===== config.mk =====
export PLATFORM = sky130hd
export DESIGN_NAME = can_param_registry
export DESIGN_NICKNAME = d
export VERILOG_FILES = /design/src/rtl/can_param_registry.sv
export SDC_FILE = /design/constraint.sdc
export NUM_CORES = 1
export LEC_CHECK = 0
export BUFFER_PORTS_ARGS = -buffer_cell sky130_fd_sc_hd__buf_2
export CAP_MARGIN = 15
export CORE_MARGIN = 2
export CORE_UTILIZATION = 50
export DETAILED_ROUTE_END_ITERATION = 10
export PLACE_DENSITY = 0.72
export SYNTH_ARGS = -nofsm -noshare
export SYNTH_HDL_FRONTEND = slang
export SYNTH_SLANG_ARGS = --single-unit
export TNS_END_PERCENT = 100

===== constraint.sdc =====
create_clock -name clk -period 2.35 [get_ports clk]
set_input_delay 0.1175 -clock clk [delete_from_list [all_inputs] [get_ports clk]]
set_output_delay 0.1175 -clock clk [all_outputs]
set_load 0.02 [all_outputs]

===== src/rtl/can_param_registry.sv =====
// CAN acceptance-filter parameter registry: host bytes land in shadow registers,
// and a commit validates every filter before swapping the whole set in at once.

module can_filter_shadow #(
  parameter int ID_W   = 11,
  parameter int BPI    = 2,
  parameter int ADDR_W = 5,
  parameter int BASE   = 0
) (
  input  logic              clk,
  input  logic              reset,
  input  logic              we,
  input  logic [ADDR_W-1:0] addr,
  input  logic [7:0]        data,
  input  logic              en,
  output logic [ID_W-1:0]   code,
  output logic [ID_W-1:0]   mask,
  output logic              bad
);

  // One register slice per byte lane; the top lane keeps only the bits below ID_W.
  for (genvar k = 0; k < BPI; k++) begin : g_byte
    localparam int LO = 8 * k;
    localparam int W  = (ID_W - LO < 8) ? (ID_W - LO) : 8;

    logic         code_hit;
    logic         mask_hit;
    logic [W-1:0] code_b;
    logic [W-1:0] mask_b;

    assign code_hit = we && (addr == ADDR_W'(BASE + k));
    assign mask_hit = we && (addr == ADDR_W'(BASE + BPI + k));

    always_ff @(posedge clk) begin
      if (reset) begin
        code_b <= '0;
        mask_b <= '0;
      end else begin
        if (code_hit) code_b <= data[W-1:0];
        if (mask_hit) mask_b <= data[W-1:0];
      end
    end

    assign code[LO +: W] = code_b;
    assign mask[LO +: W] = mask_b;
  end

  // A code bit outside the compare mask could never match: reject it.
  assign bad = en && (|(code & ~mask));

endmodule

module can_param_registry #(
  parameter int NUM_FILTERS = 4,
  parameter int ID_W        = 11,
  parameter int ADDR_W      = 5
) (
  input  logic                        clk,
  input  logic                        reset,
  input  logic                        wr_valid,
  output logic                        wr_ready,
  input  logic [ADDR_W-1:0]           wr_addr,
  input  logic [7:0]                  wr_data,
  input  logic                        commit,
  output logic                        busy,
  output logic                        commit_done,
  output logic                        cfg_err,
  output logic                        wr_err,
  output logic                        locked,
  output logic [NUM_FILTERS*ID_W-1:0] code_param,
  output logic [NUM_FILTERS*ID_W-1:0] mask_param,
  output logic [NUM_FILTERS-1:0]      filter_en,
  output logic [1:0]                  sjw
);

  localparam int BPI = (ID_W + 7) / 8;
  localparam int G   = NUM_FILTERS * 2 * BPI;
  localparam int IW  = (NUM_FILTERS > 1) ? $clog2(NUM_FILTERS) : 1;

  localparam logic [ADDR_W-1:0] SJW_ADDR  = ADDR_W'(G);
  localparam logic [ADDR_W-1:0] EN_ADDR   = ADDR_W'(G + 1);
  localparam logic [ADDR_W-1:0] LOCK_ADDR = ADDR_W'(G + 2);
  localparam logic [ADDR_W:0]   ADDR_LIM  = (ADDR_W + 1)'(G + 3);

  localparam logic [1:0] IDLE  = 2'd0;
  localparam logic [1:0] CHECK = 2'd1;
  localparam logic [1:0] APPLY = 2'd2;

  logic [1:0]    state;
  logic [IW-1:0] idx;
  logic          fail;

  logic accept;
  logic drop;
  logic sh_we;

  logic [NUM_FILTERS-1:0][ID_W-1:0] sh_code;
  logic [NUM_FILTERS-1:0][ID_W-1:0] sh_mask;
  logic [NUM_FILTERS-1:0]           sh_en;
  logic [NUM_FILTERS-1:0]           bad;
  logic [1:0]                       sh_sjw;
  logic                             sh_lock;

  logic [NUM_FILTERS-1:0][ID_W-1:0] act_code;
  logic [NUM_FILTERS-1:0][ID_W-1:0] act_mask;
  logic [NUM_FILTERS-1:0]           act_en;
  logic [1:0]                       act_sjw;

  assign wr_ready = (state == IDLE);
  assign busy     = (state != IDLE);
  assign accept   = wr_valid && wr_ready;
  assign drop     = locked || ({1'b0, wr_addr} >= ADDR_LIM);
  assign sh_we    = accept && !drop;

  for (genvar f = 0; f < NUM_FILTERS; f++) begin : g_filt
    can_filter_shadow #(
      .ID_W   (ID_W),
      .BPI    (BPI),
      .ADDR_W (ADDR_W),
      .BASE   (f * 2 * BPI)
    ) u_shadow (
      .clk  (clk),
      .reset(reset),
      .we   (sh_we),
      .addr (wr_addr),
      .data (wr_data),
      .en   (sh_en[f]),
      .code (sh_code[f]),
      .mask (sh_mask[f]),
      .bad  (bad[f])
    );
  end

  always_ff @(posedge clk) begin
    if (reset) begin
      sh_sjw  <= '0;
      sh_en   <= '0;
      sh_lock <= 1'b0;
      wr_err  <= 1'b0;
    end else begin
      wr_err <= accept && drop;
      if (sh_we) begin
        if (wr_addr == SJW_ADDR)  sh_sjw  <= wr_data[1:0];
        if (wr_addr == EN_ADDR)   sh_en   <= wr_data[NUM_FILTERS-1:0];
        if (wr_addr == LOCK_ADDR) sh_lock <= wr_data[0];
      end
    end
  end

  // Shadow is frozen outside IDLE, so APPLY copies a consistent snapshot.
  always_ff @(posedge clk) begin
    if (reset) begin
      state       <= IDLE;
      idx         <= '0;
      fail        <= 1'b0;
      commit_done <= 1'b0;
      cfg_err     <= 1'b0;
      locked      <= 1'b0;
      act_code    <= '0;
      act_mask    <= '0;
      act_en      <= '0;
      act_sjw     <= '0;
    end else begin
      commit_done <= 1'b0;
      case (state)
        IDLE: begin
          if (commit && !locked) begin
            state <= CHECK;
            idx   <= '0;
            fail  <= 1'b0;
          end
        end
        CHECK: begin
          fail <= fail | bad[idx];
          if (idx == IW'(NUM_FILTERS - 1)) state <= APPLY;
          else                             idx   <= idx + IW'(1);
        end
        APPLY: begin
          state       <= IDLE;
          commit_done <= 1'b1;
          if (fail) begin
            cfg_err <= 1'b1;
          end else begin
            act_code <= sh_code;
            act_mask <= sh_mask;
            act_en   <= sh_en;
            act_sjw  <= sh_sjw;
            locked   <= locked | sh_lock;
            cfg_err  <= 1'b0;
          end
        end
        default: state <= IDLE;
      endcase
    end
  end

  assign code_param = act_code;
  assign mask_param = act_mask;
  assign filter_en  = act_en;
  assign sjw        = act_sjw;

endmodule


* Word-level counts from Yosys, hierarchy flattened
Cells that the tools add are included.
** Operators by class
- Add/sub/neg operators :: 1
- Multiplexer cells :: 12
- Order comparisons :: 2
- Reductions and logical operators :: 42
- Bitwise gates (word level) :: 11
- Eq/ne operators :: 24
** Operator list (number)
- 11-bit bitwise AND :: 4
- 11-bit inverter :: 4
- 11-bit OR reduction :: 4
- 5-bit by 4-bit equality test with 1-bit output (second input constant) :: 8
- 1-bit logical AND :: 24
- 5-bit by 3-bit equality test with 1-bit output (second input constant) :: 4
- 5-bit equality test (second input constant) :: 3
- 2-bit AND reduction :: 6
- 5-bit by 2-bit equality test with 1-bit output (second input constant) :: 2
- 2-bit 2-to-1 mux :: 4
- 2-bit one-hot mux with 2 select lines :: 2
- 5-bit by 1-bit equality test with 1-bit output (second input constant) :: 1
- 5-bit greater-or-equal comparator (second input constant) :: 1
- 5-bit zero test :: 1
- 2-bit equality test (second input constant) :: 2
- 1-bit 2-to-1 mux :: 4
- 2-bit != test (second input constant) :: 2
- 2-bit nonzero test :: 2
- 2-bit by 3-bit < comparator with 1-bit output (second input constant) :: 1
- 3-bit AND reduction :: 1
- 2-bit by 1-bit adder with 2-bit output (second input constant) :: 1
- 1-bit binary-select mux with 2-bit select :: 1
- 2-bit by 1-bit equality test with 1-bit output (second input constant) :: 1
- 1-bit zero test :: 2
- 6 further kinds :: 7
** Word-level totals
- Word-level logic and storage cells :: 128
- Flip-flop bits (word level) :: 198
- Bits of input ports :: 17

* Depth between registers and ports, before layout
- Depth after elaboration :: 8
- Depth in mapped cells :: 6
- Depth with buffers taken out :: 5

* Modules after synthesis
Synthesis repeated with hierarchy kept, for this count alone.
** Second synthesis, totals
- Cells, all modules :: 885
- Area total of the unflattened synthesis :: 7588.5 µm²
** By module, submodules not included
- can_param_registry :: area each 3933.8 µm², times used 1, seq. area each 2202.1 µm², cells each 482
- can_filter_shadow (g_filt[1].u_shadow ...) :: area each 902.1 µm², times used 2, seq. area each 440.4 µm², cells each 103
- can_filter_shadow (g_filt[3].u_shadow) :: area each 934.6 µm², times used 1, seq. area each 440.4 µm², cells each 105
- can_filter_shadow (g_filt[0].u_shadow) :: area each 915.9 µm², times used 1, seq. area each 440.4 µm², cells each 92

* Worst setup path after synthesis
OpenSTA, ideal clock, no wires.
- Kind :: register to register
- From :: register locked
- To :: register g_filt[1].u_shadow.g_byte[0].code_b[0]
- Path buffers :: 1
- Data required time :: 2.222 ns
- Stages on the path, launching flop included :: 7
- Library setup time :: 0.128 ns
- Period minus slack after synthesis :: 1.878 ns
- Arrival time :: 1.750 ns
- Setup slack :: 0.472 ns
- Cells stage by stage :: dfxtp_1 nor4b_4 nand4bb_1 buf_4 nor3_4 mux2i_1 nor2_1
** Between the ends
- Longest elaborated chain between the ends :: 4
** Ends and longest elaborated chain
- from (decl) :: line 69 : output logic locked,
- from (signal assigned) :: line 188 : locked <= locked | sh_lock;
- 1-bit logical OR :: line 112 : assign drop = locked || ({1'b0, wr_addr} >= ADDR_LIM);
- 1-bit zero test :: line 113 : assign sh_we = accept && !drop;
- 1-bit logical AND :: line 113
- 1-bit logical AND :: line 31 : assign code_hit = we && (addr == ADDR_W'(BASE + k));
- to (signal assigned) :: line 39 : if (code_hit) code_b <= data[W-1:0];
- to (decl) :: line 28 : logic [W-1:0] code_b;
Every way passes these cells.
A chain may end at the register's enable or synchronous reset.

* Worst setup path after layout
- From :: register state[1]
- To :: register g_filt[1].u_shadow.g_byte[0].code_b[4]
** Between the ends
- Longest elaborated chain between the ends :: 4
** Ends and longest elaborated chain
- from (decl) :: line 89 : logic [1:0] state;
- from (signal assigned) :: line 153 : state <= IDLE;
- from (signal assigned) :: line 168 : state <= CHECK;
- from (signal assigned) :: line 175 : if (idx == IW'(NUM_FILTERS - 1)) state <= APPLY;
- 2-bit zero test :: line 109 : assign wr_ready = (state == IDLE);
- 1-bit logical AND :: line 111 : assign accept = wr_valid && wr_ready;
- 1-bit logical AND :: line 113
- 1-bit logical AND :: line 31
Every way passes these cells.

==> results.yml <==
run_status:
  outcome: "finished clean"
sta:
  tightestPinTransition_ns: 0.992
  rsz0062_at_grt: "false"
  setup_viol: 0
  finalCritPeriodShare_pct: 93.0
  hold_viol: 0
  min_period_ns: 2.18
  drv_slew: 0
  slew_headroom_pct: 33.8
  fin_tns_setup_ns: 0
  clock-skew-final_ns: 0.00594
  fmax_ghz: 0.458
critical_path:
  cp-end-kind: "register"
  start_kind: "register"
  required_ns: 2.66
  path_delay_family: "simple AND/OR/NAND/NOR gates"
  path_max_fanout: 8
  path_class: "register to register"
  slowest_delay_ns: 0.52
  path_cells: "nor4b_4 > nand4bb_1 > nor3_4 > mux2i_1 > nor2_1"
  cp_slowest_cell: "nor3_4"
  critPathBufInv: 0
  arrival_ns: 2.49
power:
  total_power_mw: 6.86
  p_leak_nw: 3.26
  power_frac_seq_pct: 49.3
  p_comb_share_pct: 3.2
  pwr_density_cell_nw_per_um2: 776
  peakVddDrop_v: 0.000507
  internal_power_mw: 5.40
  switchingPower_mw: 1.46
  clkPwrFrac_pct: 47.5
  p_sw_share_pct: 21.3
floorplan:
  dieWidth_um: 127
  start_util_pct: 51.5
  core.rowCount: 44
  core_um2: 14600
  die_y_um: 127
  die_area_um2: 16000
  io_pins: 117
drt:
  drt-initial-drc-count: 441
  vias: 6410
  dr.pass1.iters: 6
  drc: 0
  antenna_left: 0
  wl_per_cell_um: 15.5
  routed_wl_mm: 18.6
  vias_per_cell: 5.36
finish:
  mostFrequentLayoutCells: "nand2_1, dfxtp_1, a21oi_1, buf_2, nor2_1"
  final_core_util_pct: 60.7
  layout_commonest_cell: "nand2_1"
  antenna-diode-count: 0
  num-nets-final: 1020
  drive_gt1_share_pct: 16.6
  area_growth_pct: 17.9
cts:
  cts_buffers: 17
  cts.sinks: 198
  root_buffer: "clkbuf_16"
  clock_path_buffers: 2
  cts_htree_levels: 4
  cts.repair.resized: 0
  cts_tree: "done"
  clk-insertion-delay-late_ns: 0.44
  cts_setup_buffers: 0
  clk_pin_slew_ns: 0.07
logic_synthesis:
  synthXorXnorAreaFrac_pct: 0
  synth-simple-area-share_pct: 21.5
  synth_largest_area_cell: "dfxtp_1"
  syn_avg_cell_area_um2: 8.15
  ys_types: 40
  yosys-top-cells-area: "dfxtp_1, nand2_1, a21oi_1, mux2i_1, nor2_1"
  synth_top_family_by_area: "simple AND/OR/NAND/NOR gates"
  synthMuxAreaShare_pct: 6.13
  synth-seq-area-share_pct: 52.8
  ys_seq_elements: 198
  synth-edff-count: 0
  synth_compound_area_share_pct: 14.2
  mappedNetlistNets: 939
  synthAdderAreaFrac_pct: 0.167
  synth.cell_area_um2: 7510
  synth_ff_type: "dfxtp_1"
  syn-instance-count: 921
  synth_top_area_share_pct: 52.8
  async_flop_share_pct: 0
  yosys_warnings: 0
global_routing:
  grt_use_total_pct: 23.4
  grt_first_pass_wirelength_mm: 29.7
  grt_overflow_total: 0
  antenna_found_initial: 1
  grt_start_max_net_pins: 96
  grt_pass1_vias: 5867
placed_design:
  place.gp.congestion: 0.866
  io_buffers: 116
  dp_hpwl_mm: 12.1
flow_run:
  max-cap-violations: 0
min_path:
  hp-class: "input pin to register"
[state kept, by name (all words and copies together) (netlist names)]
name,count
state,2
g_filt.u_shadow.g_byte.code_b,44
fail,1
g_filt.u_shadow.g_byte.mask_b,44
sh_lock,1
sjw,2
wr_err,1
cfg_err,1
locked,1
code_param,44
mask_param,44
idx,2
sh_en,4
commit_done,1
filter_en,4
sh_sjw,2
[layout make-up]
class	instances	area, um^2
Fill cell	1347	5740
Sequential cell	198	3960
Multi-Input combinational cell	622	3170
Timing Repair Buffer	126	689
Clock buffer	17	425
Clock inverter	13	231
Tap cell	184	230
Inverter	37	139
[routing by layer]
metal	vias to the layer above	share of wire [%]	track usage (%)
met5	-	0	0
met4	0	2.0	9.63
met3	27	5.8	4.51
met2	173	49	38.7
met1	3031	43	30.0
li1	3179	-	-
[cells in the mapped netlist (5+ instances only)]
| cell | number |
|---|---|
| a21oi_1 | 150 |
| buf_1 | 6 |
| clkbuf_1 | 56 |
| dfxtp_1 | 198 |
| inv_1 | 37 |
| mux2i_1 | 46 |
| nand2_1 | 257 |
| nand2b_1 | 16 |
| nor2_1 | 65 |
| nor3_1 | 5 |
| o21ai_0 | 33 |
| o22ai_1 | 10 |
[cell families after synthesis]
logic type / Yosys count
and+or+nand+nor: 372
AOI/OAI and AO/OA: 203
DFF: 198
buffers and inverters: 101
muxes: 46
adders and majority gates: 1
[power groups by stage]
| stage | Combinational (mW) | Clock, mW | Sequential, mW |
|---|---|---|---|
| after global placement | 0.218 | 0 | 3.46 |
| after CTS | 0.220 | 3.30 | 3.38 |
| after detailed placement | 0.218 | 0 | 3.46 |
| after global routing | 0.238 | 3.42 | 3.38 |
| final | 0.222 | 3.26 | 3.38 |
| after floorplan | 0.149 | 0 | 3.46 |
[final timing paths]
kind                        from                                endpoint  cells after the start  slack, ns
setup / recovery        state[1]  g_filt[1].u_shadow.g_byte[0].code_b[4]                      5       0.17
setup reg to reg        state[1]  g_filt[1].u_shadow.g_byte[0].code_b[4]                      5       0.17
hold reg to reg   mask_param[22]                          mask_param[22]                      2       0.45
hold / removal             reset                                  idx[1]                      2       0.04
[repair_timing]
action | CTS | global route
hold buffers | 1 | 0
endpoints found under the setup margin | 0 | 0
endpoints found under the hold margin | 1 | 0
[stage by stage]
stage / std cells / hold WS [ns] / area, um^2 / setup WS [ns]
after floorplan: 921 / 0.289 / 7510 / 0.472
after global routing: 1197 / 0.0605 / 8850 / 0.0244
after global placement: 1166 / 0.422 / 8180 / 0.266
after detailed placement: 1166 / 0.423 / 8180 / 0.223
after CTS: 1197 / 0.0318 / 8850 / 0.206
final: 1197 / 0.0385 / 8850 / 0.165
Power figures use the tool's default switching activity.
